**src/rtl/timer_dev.sv**
```systemverilog
// timer_dev: programmable interval timer with one-shot/periodic countdown and a maskable interrupt
module timer_dev #(
  parameter int CNT_W = 32
) (
  input  logic        clock,
  input  logic        reset,
  input  logic        sel,
  input  logic [1:0]  addr,
  input  logic        we,
  input  logic [31:0] din,
  output logic [31:0] dout,
  output logic        irq
);
  typedef enum logic [1:0] {IDLE, LOAD, CNT, INT} state_t;
  state_t state, next;
  logic en, im, pending;
  logic [1:0] mode;
  logic [CNT_W-1:0] preset, count;
  logic wr_ctrl, wr_pre, periodic, terminal;
  assign wr_ctrl = sel & we & (addr == 2'd0);
  assign wr_pre = sel & we & (addr == 2'd1);
  assign periodic = mode == 2'b01;
  assign terminal = state == CNT && en && count <= CNT_W'(1);
  always_ff @(posedge clock or posedge reset)
    if (reset) state <= IDLE;
    else state <= next;
  always_comb begin
    next = state;
    case (state)
      IDLE: next = en ? LOAD : IDLE;
      LOAD: next = CNT;
      CNT:  next = !en ? IDLE : (count <= CNT_W'(1) ? INT : CNT);
      INT:  next = periodic ? LOAD : IDLE;
      default: next = IDLE;
    endcase
  end
  // a CPU write to CTRL overrides the automatic EN clear; a pending set overrides the write's acknowledge
  always_ff @(posedge clock or posedge reset)
    if (reset) begin
      en <= 1'b0;
      mode <= 2'b00;
      im <= 1'b0;
      preset <= '0;
      count <= '0;
      pending <= 1'b0;
    end else begin
      if (wr_ctrl) {im, mode, en} <= din[3:0];
      else if (terminal && !periodic) en <= 1'b0;
      if (wr_pre) preset <= din[CNT_W-1:0];
      if (state == LOAD) count <= preset;
      else if (state == CNT && en) count <= count > CNT_W'(1) ? count - CNT_W'(1) : '0;
      if (terminal) pending <= 1'b1;
      else if ((state == INT && periodic) || wr_ctrl || wr_pre) pending <= 1'b0;
    end
  always_comb begin
    irq = pending & im;
    dout = addr == 2'd0 ? {28'd0, im, mode, en} :
           addr == 2'd1 ? 32'(preset) :
           addr == 2'd2 ? 32'(count) : 32'd0;
  end
endmodule

```
**config.mk**
```make
export PLATFORM = sky130hd
export DESIGN_NAME = timer_dev
export DESIGN_NICKNAME = d
export VERILOG_FILES = /design/src/rtl/timer_dev.sv
export SDC_FILE = /design/constraint.sdc
export NUM_CORES = 1
export LEC_CHECK = 0
export BUFFER_PORTS_ARGS = -buffer_cell sky130_fd_sc_hd__buf_4
export CORE_MARGIN = 2
export CORE_UTILIZATION = 46
export DETAILED_ROUTE_END_ITERATION = 8
export PLACE_DENSITY = 0.77
export SYNTH_ARGS = -nofsm -noshare
export SYNTH_HDL_FRONTEND = slang
export SYNTH_SLANG_ARGS = --single-unit
```
**constraint.sdc**
```tcl
create_clock -name clock -period 2.3 [get_ports clock]
set_input_delay 0.575 -clock clock [delete_from_list [all_inputs] [get_ports clock]]
set_output_delay 0.575 -clock clock [all_outputs]
set_load 0.005 [all_outputs]
```
==> results.cfg, run 1 <==
[sta]
fmax_mhz = 453
clock-skew-final_ps = 9.90
setup-violations-final = 0
fin_worst_hold_slack_ps = 305
period_share_pct = 96.0
grt_setup_unrepaired = yes
slew_headroom_pct = 59.5
worst_pin_slew_ps = 604
hold_viol = 0
totalNegativeSetupSlack_ps = 0
finalWorstPathRequiredPeriod_ps = 2210
maxSlewViolCount = 0
postLayoutSetupSlackWorst_ps = 92.8

[synthesis]
ys_async_sr_fraction_pct = 100
post-synth-top-count-cell = dfrtp_1
count_of_flip_flops_with_a_built_in_enable_after_synthesis = 0
post_synth_instance_area_mm2 = 0.00390
synth_top_area_share_pct = 45.6
syn-instance-count = 370
synth_top_area_cell = dfrtp_1
yosysWarningCount = 0
synthesis.nets = 410
synth_common_cells = 71 x dfrtp_1, 35 x mux2_2, 28 x nor2_1
yosys_most_used_dff = dfrtp_1
synth.distinct_cells = 56
avgSynthCellArea_um2 = 10.5
synth.ff_latch_count = 71
seq_area_frac_synth_pct = 45.6
synth_area_leaders = dfrtp_1 46%, mux2_2 10%, a22o_1 6.1%

[routing]
wl_um = 10200
average_vias_per_placed_instance = 5.84
dr.first_iter.drc_count = 213
antenna_violating_nets_post_route = 0
drc_errors = 0
detail_route.wl_per_cell_um = 17.5
detail_route.first_pass.iterations = 4
via_count = 3401

[global_route]
number_of_antenna_violations_at_the_first_check_in_global_routing = 0
grt_pass1_vias = 3419
grt.total_usage_pct = 23.4
globalRoute.totalOverflow = 0
grt_max_degree = 33
grt_pass1_wl_um = 16600

[final_layout]
layout.filler_cells = 695
area_used_by_multi_input_combinational_logic_mm2 = 0.00200
design_area_mm2 = 0.00508
drive_above_1_share_pct = 39.8
area_delta_synth_final_pct = 30.3
instances_no_fill = 582
ff_latch_area_mm2 = 0.00178
num_antenna_cells = 0
design.final.nets = 512

[floorplan]
std_cell_rows = 33
boundaryPins = 71
floorplan.die.height_um = 96.0
die_area_mm2 = 0.00922
initial_utilization_pct = 47.4
floorplan_die_width_um = 96.0
core_region_area_mm2 = 0.00822

[placed_design]
finalWeightedCongestion = 0.886
postPlaceCellArea_mm2 = 0.00485
place_hpwl_um = 7290
dp.cells = 565
numPortBuffers = 70
pre_cts_setup_slack_ps = 35.7

[clock_network]
clkTransAtPathRegs_ps = 80
clk_path_buf_depth = 2
clk-insertion-delay-late_ps = 340
cts-htree-levels = 3
root_buffer = clkbuf_8
cts_sinks = 71
cts_tree = done
cts_hold_repair.buffers = 0
tritoncts.num_buffers = 9

[setup_path]
path_type_of_the_worst_setup_path = register to register
required_ps = 2560
worstPathArrival_ps = 2460
setup.worst_path.end_class = register
reg2reg_depth = 6
timing.critical_path.from_type = register
worstPathMaxFanout = 7

[outcome]
run_status = finished, final reports clean

[power_and_ir_drop]
power.ir.vdd_worst_mv = 0.460
power-per-cell-area_mw_per_mm2 = 1070
p_leak_nw = 2.20

[hold_path]
timing.hold.worst.class = input port to asynchronous set/reset pin

[flow_run]
drv.max_cap_violation_count = 0
-- critical path, stage by stage, from the launching register on --
cell and delay (ps):
dfrtp_2 450, nor4_2 320, buf_4 180, nand2_2 60, or4_4 560, or4_1 400, a31oi_1 160
-- final cells by class --
type | count | share of cell area [%]
Clock buffer | 12 | 2.66
Clock inverter | 4 | 1.38
Inverter | 5 | 0.444
Sequential cell | 71 | 35.0
Multi-Input combinational cell | 267 | 39.4
Tap cell | 105 | 2.59
Timing Repair Buffer | 118 | 18.5
-- power breakdown --
group          switching (mW)  internal (mW)
clock network           0.464          0.610
logic                    1.11           1.17
registers               0.404           1.68
total                    1.98           3.46
-- worst paths after layout --
kind | start | end | slack (ps)
min in group clock | din[0] | en$_DFFE_PP0P_ | 450
max in group asynchronous | reset | count[0]$_DFFE_PP0P_ | 1450
worst max register to register | count[0]$_DFFE_PP0P_ | count[27]$_DFFE_PP0P_ | 90
worst max-delay path | count[0]$_DFFE_PP0P_ | count[27]$_DFFE_PP0P_ | 90
worst min register to register | preset[3]$_DFFE_PP0P_ | count[3]$_DFFE_PP0P_ | 520
worst min-delay path | reset | preset[12]$_DFFE_PP0P_ | 310
-- cells in the final DEF, fill, tap and decap left out, types with 3 or more instances in the layout --
cell,Yosys,final
nor2_1,28,28
or3_1,5,5
dfrtp_1,71,69
a21oi_1,5,5
nor4_2,3,4
a211oi_1,13,13
o21ai_0,16,16
clkbuf_8,0,9
o31ai_1,7,7
nand2_1,19,19
buf_4,2,113
nand3_1,6,6
a22o_1,27,27
mux2i_1,4,4
o211ai_1,6,6
clkbuf_1,20,3
xnor2_1,16,16
xor2_1,4,4
nor3_1,6,6
nor4_1,17,16
inv_1,5,4
buf_12,0,4
or4_1,3,3
a22oi_1,5,5
a221o_1,3,3
mux2_2,35,35
-- state kept, by name (all words and copies together), names as in the netlist --
register / flops
preset: 32
state: 2
pending: 1
en: 1
im: 1
mode: 2
count: 32
-- layer usage --
layer | vias to the layer above | part of all wire, % | GRT usage (%)
met3 | 13 | 6.1 | 3.76
met4 | 0 | 0.93 | 8.45
met5 | - | 0 | 0
met1 | 1684 | 43 | 31.8
li1 | 1605 | - | -
met2 | 99 | 49 | 37.7
-- logic make-up after synthesis --
logic type      count (synthesis)  share of synthesized area, %
compound gates                 92                          17.8
mux                            39                          11.1
simple gates                  114                          16.9
buf+inv                        32                          3.50
xor+xnor                       20                          4.50
flops                          71                          45.6
fa+ha+maj                       2                         0.642
-- stage by stage --
stage / power (mW) / util [%]
6_report: 5.44 / 61.8
5_1_grt: 5.77 / 61.8
4_1_cts: 5.41 / 61.5
3_5_place_dp: 4.33 / 59.0
3_3_place_gp: 4.25 / 59.0
2_1_floorplan: 3.36 / -
-- what timing repair did --
action                                  CTS  global route
buffers inserted                          0             1
endpoints found under the setup margin    0            13
gates resized for setup                   0             6
No activity file was read; power rests on OpenSTA's default activity.
==> run 2: changes to the inputs <==
--- a/config.mk
+++ b/config.mk
@@ -7,9 +7,9 @@
 export LEC_CHECK = 0
 export BUFFER_PORTS_ARGS = -buffer_cell sky130_fd_sc_hd__buf_4
 export CORE_MARGIN = 2
-export CORE_UTILIZATION = 46
+export CORE_UTILIZATION = 51
 export DETAILED_ROUTE_END_ITERATION = 8
-export PLACE_DENSITY = 0.77
+export PLACE_DENSITY = 0.83
 export SYNTH_ARGS = -nofsm -noshare
 export SYNTH_HDL_FRONTEND = slang
 export SYNTH_SLANG_ARGS = --single-unit
==> run 2 against run 1 <==
Compared with the run above:
- via count up 1.7%
- register-to-register slack worse by 60 ps
- die area shrank 9.4%
- total power increased by 0.36%
- clock power rose by 4%
==> results.cfg, run 2 (synthesis results as in run 1) <==
[outcome]
run_status = finished, final reports clean

[sta]
fin_worst_hold_slack_ps = 293
postLayoutSetupSlackWorst_ps = 29.0
setup-violations-final = 0
slew_headroom_pct = 56.5
finalWorstPathRequiredPeriod_ps = 2270
hold_viol = 0
period_share_pct = 98.7
fmax_mhz = 440
worst_pin_slew_ps = 647
maxSlewViolCount = 0
grt_setup_unrepaired = yes
totalNegativeSetupSlack_ps = 0
clock-skew-final_ps = 9.61

[floorplan]
floorplan.die.height_um = 91.4
core_region_area_mm2 = 0.00733
initial_utilization_pct = 53.1
std_cell_rows = 31
die_area_mm2 = 0.00835
floorplan_die_width_um = 91.4
boundaryPins = 71

[placed_design]
pre_cts_setup_slack_ps = 14.5
dp.cells = 548
postPlaceCellArea_mm2 = 0.00473
numPortBuffers = 70
finalWeightedCongestion = 1.01
place_hpwl_um = 6940

[clock_network]
clk_path_buf_depth = 2
clkTransAtPathRegs_ps = 80
cts-htree-levels = 3
cts_tree = done
cts_sinks = 71
cts_hold_repair.buffers = 0
tritoncts.num_buffers = 9
root_buffer = clkbuf_8
clk-insertion-delay-late_ps = 360

[routing]
antenna_violating_nets_post_route = 0
dr.first_iter.drc_count = 274
average_vias_per_placed_instance = 6.08
detail_route.wl_per_cell_um = 17.5
wl_um = 9970
via_count = 3460
detail_route.first_pass.iterations = 6
drc_errors = 0

[global_route]
number_of_antenna_violations_at_the_first_check_in_global_routing = 0
grt.total_usage_pct = 24.7
globalRoute.totalOverflow = 0
grt_pass1_wl_um = 16500
grt_pass1_vias = 3364
grt_max_degree = 72

[power_and_ir_drop]
share_seq_of_total_power_pct = 39.7
power_switching_mw = 2.03
switching_share_pct = 37.2
power.ir.vdd_worst_mv = 0.516
finalPower_mw = 5.46
pwr-share-clk_pct = 20.4
combPwrFrac_pct = 39.9
p_leak_nw = 2.16
power-per-cell-area_mw_per_mm2 = 1090
intPower_mw = 3.43

[setup_path]
max_stage_delay_cell_worst_path = or4_4
r2r_start = count[0]$_DFFE_PP0P_
worstPathMaxFanout = 7
path_type_of_the_worst_setup_path = register to register
required_ps = 2580
timing.critical_path.max_delay_family = simple AND/OR/NAND/NOR gates
worst_path_largest_cell_delay_ps = 580
timing.critical_path.buf_inv = 1
setup.worst_path.end_class = register
cell_chain_of_the_critical_path = nor4_2 > buf_4 > nand2_2 > or4_4 > or4_1 > a31oi_1
timing.critical_path.from_type = register
reg2reg_depth = 6
worstPathArrival_ps = 2550
regToRegSetupSlack_ps = 30
r2r-end = count[27]$_DFFE_PP0P_

[final_layout]
design_area_mm2 = 0.00502
layout.filler_cells = 540
most_common_library_cell_in_the_layout_ignoring_fill_and_taps = buf_4
area_delta_synth_final_pct = 28.9
drive_above_1_share_pct = 39.6
instances_no_fill = 569
design.final.nets = 505
biggestRegsByFlops = count (32), preset (32)
layout.cells.most_common_list = 109 x buf_4, 70 x dfrtp_1, 35 x mux2_2, 27 x nor2_1, 27 x a22o_1
num_antenna_cells = 0
finish.utilization_pct = 68.5

[hold_path]
timing.hold.worst.class = input port to asynchronous set/reset pin

[flow_run]
drv.max_cap_violation_count = 0
==> run 2: changes by cell type in the layout (fill, tap and decap cells not counted), moves of 2 or more <==
cell | before | now
buf_4 | 113 | 109
clkbuf_1 | 3 | 0
clkinvlp_4 | 1 | 4
buf_12 | 4 | 2
==> run 2: how the worst max path moves through the flow <==
| stage | start | to | slack [ps] | cells after the start |
|---|---|---|---|---|
| after floorplan | count[14]$_DFFE_PP0P_ | count[19]$_DFFE_PP0P_ | 50 | 7 |
| after global placement | count[15]$_DFFE_PP0P_ | count[6]$_DFFE_PP0P_ | 120 | 7 |
| after detailed placement | count[0]$_DFFE_PP0P_ | count[27]$_DFFE_PP0P_ | 10 | 6 |
| after CTS | count[0]$_DFFE_PP0P_ | count[27]$_DFFE_PP0P_ | 20 | 7 |
| after global routing | count[1]$_DFFE_PP0P_ | count[27]$_DFFE_PP0P_ | -20 | 7 |
| final | count[0]$_DFFE_PP0P_ | count[27]$_DFFE_PP0P_ | 30 | 6 |
==> run 2: cell type report <==
type	instances	area, µm²	share of cell area [%]
clock buffer	9	124	2.47
clock inverter	7	96.3	1.92
inverter	5	22.5	0.448
multi-input combinational	267	2020	40.2
timing repair buffer	111	858	17.1
tap	99	124	2.47
sequential	71	1780	35.4
==> run 2: tightest hold or removal path, delay by kind of cell <==
kind | cells | cell delay (ps)
buf+inv | 3 | 500
==> run 2: what timing repair did <==
action	CTS	global route
gates resized for setup	1	6
setup endpoints to repair	1	18
pin swaps	0	2
gates cloned	0	0
setup buffers	0	5
==> run 2: power groups by stage <==
stage          clock, mW  combinational [mW]  sequential [mW]
2_1_floorplan          0                1.30             2.06
3_3_place_gp           0                2.00             2.12
3_5_place_dp           0                2.05             2.15
4_1_cts             1.13                2.07             2.13
5_1_grt             1.18                2.38             2.22
6_report            1.11                2.18             2.17
==> run 2: per-layer routing <==
layer | vias to the layer above | share of wire (%) | global-route usage, %
met5 | - | 0 | 0
met3 | 21 | 7.0 | 5.56
met2 | 162 | 48 | 39.2
met4 | 0 | 2.2 | 9.60
met1 | 1694 | 43 | 33.1
li1 | 1583 | - | -
==> run 3: changes to the inputs <==
==> config.mk (replaced) <==
export PLATFORM = sky130hd
export DESIGN_NAME = timer_dev
export DESIGN_NICKNAME = d
export VERILOG_FILES = /design/src/rtl/timer_dev.sv
export SDC_FILE = /design/constraint.sdc
export NUM_CORES = 1
export LEC_CHECK = 0
export BUFFER_PORTS_ARGS = -buffer_cell sky130_fd_sc_hd__buf_2
export CORE_MARGIN = 1.5
export CORE_UTILIZATION = 51
export DETAILED_ROUTE_END_ITERATION = 8
export PLACE_DENSITY = 0.83
export REMOVE_ABC_BUFFERS = 1
export SYNTH_ARGS = -nofsm -noshare
export SYNTH_HDL_FRONTEND = slang
export SYNTH_SLANG_ARGS = --single-unit
==> run 3 against run 2 <==
Compared with the run above:
- critical path type unchanged
- combinational power fell by 4%
- via count rose by 0.12%
- total power fell by 0.80%
- design area fell by 3.0%
- fmax rose by 1.1%
- clock power barely moved
- largest cell class unchanged
- sequential power barely moved
==> results.cfg, run 3 (synthesis results as in run 1) <==
[outcome]
run_status = finished, final reports clean

[global_route]
grt_util_met2_pct = 41.9
grt.total_usage_pct = 26.0
grt_pass1_wl_um = 17100
grt_max_degree = 43
use_met1_pct = 34.2
grt_pass1_vias = 3518
gr-max-usage-layer = met2
globalRoute.totalOverflow = 0
grtUsageMet3_pct = 5.72
number_of_antenna_violations_at_the_first_check_in_global_routing = 0

[power_and_ir_drop]
p_leak_nw = 2.14
switching_share_pct = 38.1
combPwrFrac_pct = 38.6
power-per-cell-area_mw_per_mm2 = 1110
share_seq_of_total_power_pct = 40.7
power.ir.vdd_worst_mv = 0.725
pwr-share-clk_pct = 20.7
power_switching_mw = 2.06
intPower_mw = 3.35

[setup_path]
worstPathArrival_ps = 2520
setup.worst_path.end_class = register
worstPathMaxFanout = 7
timing.critical_path.from_type = register
path_type_of_the_worst_setup_path = register to register
required_ps = 2580

[sta]
maxSlewViolCount = 0
postLayoutSetupSlackWorst_ps = 54.2
hold_viol = 0
slew_headroom_pct = 51.0
totalNegativeSetupSlack_ps = 0
clock-skew-final_ps = 8.07
finalWorstPathRequiredPeriod_ps = 2250
fmax_mhz = 445
worst_pin_slew_ps = 729
period_share_pct = 97.6
setup-violations-final = 0

[final_layout]
layout.filler_cells = 531
num_antenna_cells = 0
area_delta_synth_final_pct = 25.0
drive_above_1_share_pct = 39.8
layout.cells.most_common_list = 70 x dfrtp_1, 70 x buf_2, 37 x buf_4, 35 x mux2_2, 28 x nor2_1
design.final.nets = 505
ff_latch_area_mm2 = 0.00178
biggestRegsByFlops = count (32), preset (32)
area_used_by_multi_input_combinational_logic_mm2 = 0.00205

[clock_network]
tritoncts.num_buffers = 9
clkTransAtPathRegs_ps = 80
cts-htree-levels = 3
clk_path_buf_depth = 2
cts_sinks = 71
root_buffer = clkbuf_8
cts_hold_repair.buffers = 0
clk-insertion-delay-late_ps = 360
cts_tree = done

[placed_design]
place_hpwl_um = 7040
pre_cts_setup_slack_ps = 21.4
finalWeightedCongestion = 0.959
numPortBuffers = 70

[floorplan]
die_area_mm2 = 0.00817
floorplan.die.height_um = 90.4
boundaryPins = 71
floorplan_die_width_um = 90.4
std_cell_rows = 31
initial_utilization_pct = 53.1
core_region_area_mm2 = 0.00733

[routing]
antenna_violating_nets_post_route = 0
detail_route.first_pass.iterations = 5
dr.first_iter.drc_count = 353
average_vias_per_placed_instance = 6.09
drc_errors = 0
detail_route.wl_per_cell_um = 18.2
via_count = 3464
wl_um = 10400

[hold_path]
timing.hold.worst.class = input port to asynchronous set/reset pin

[flow_run]
drv.max_cap_violation_count = 0
-- run 3: cell types whose count changed in the layout (fill, tap and decap cells not counted), sizes merged --
cell      previous run  this run
buf                111       110
clkbuf               9        10
clkinv               1         4
clkinvlp             4         0
nor4                21        22
-- run 3: cell type report --
cell class	instances	share of cell area [%]
Timing Repair Buffer	110	13.9
Clock inverter	6	1.72
Inverter	5	0.385
Clock buffer	10	2.82
Sequential cell	71	36.5
Tap cell	99	2.54
Multi-Input combinational cell	268	42.1
-- run 3: through the flow --
stage / instance area, µm² / util [%] / total power, mW / instances / hold WS, ps
after CTS: 4790 / 65.4 / 5.26 / 566 / 57.9
after global routing: 4870 / 66.5 / 5.73 / 569 / 64.0
after floorplan: 3780 / - / 3.29 / 343 / 465
after detailed placement: 4570 / 62.3 / 4.11 / 550 / 433
after global placement: 4570 / 62.3 / 4.01 / 550 / 431
final: 4870 / 66.5 / 5.41 / 569 / 63.8
-- run 3: power groups by stage --
stage / registers, mW / logic, mW / clock network [mW]
finish: 2.20 / 2.09 / 1.12
global route: 2.26 / 2.28 / 1.18
CTS: 2.12 / 2.00 / 1.13
detailed placement: 2.14 / 1.97 / 0
global placement: 2.11 / 1.90 / 0
floorplan: 2.10 / 1.19 / 0
-- run 3: final timing paths --
path,startpoint,end,slack [ps],cells past startpoint
max,count[0]$_DFFE_PP0P_,count[27]$_DFFE_PP0P_,50,6
min,reset,preset[16]$_DFFE_PP0P_,60,2
max reg2reg,count[0]$_DFFE_PP0P_,count[27]$_DFFE_PP0P_,50,6
min reg2reg,preset[8]$_DFFE_PP0P_,count[8]$_DFFE_PP0P_,530,2
max in group asynchronous,reset,preset[28]$_DFFE_PP0P_,1540,3
min in group clock,din[15],preset[15]$_DFFE_PP0P_,440,2
-- run 3: routing by layer --
layer	routed length, µm	part of all wire, %
met5	0	0
met4	277	2.7
met3	787	7.6
met2	5010	48
met1	4310	42
-- run 3: what timing repair did --
action	in CTS	in global routing
gates cloned	0	1
resized for setup	2	8
buffers inserted	0	2
pin swaps	2	4
endpoints found under the setup margin	1	24
-- run 3: worst max-delay path, stage by stage (launching register included) --
cell	delay, ps
dfrtp_2	450
nor4_2	310
buf_4	170
nand2_2	60
or4_4	560
or4_4	420
a31oi_1	180
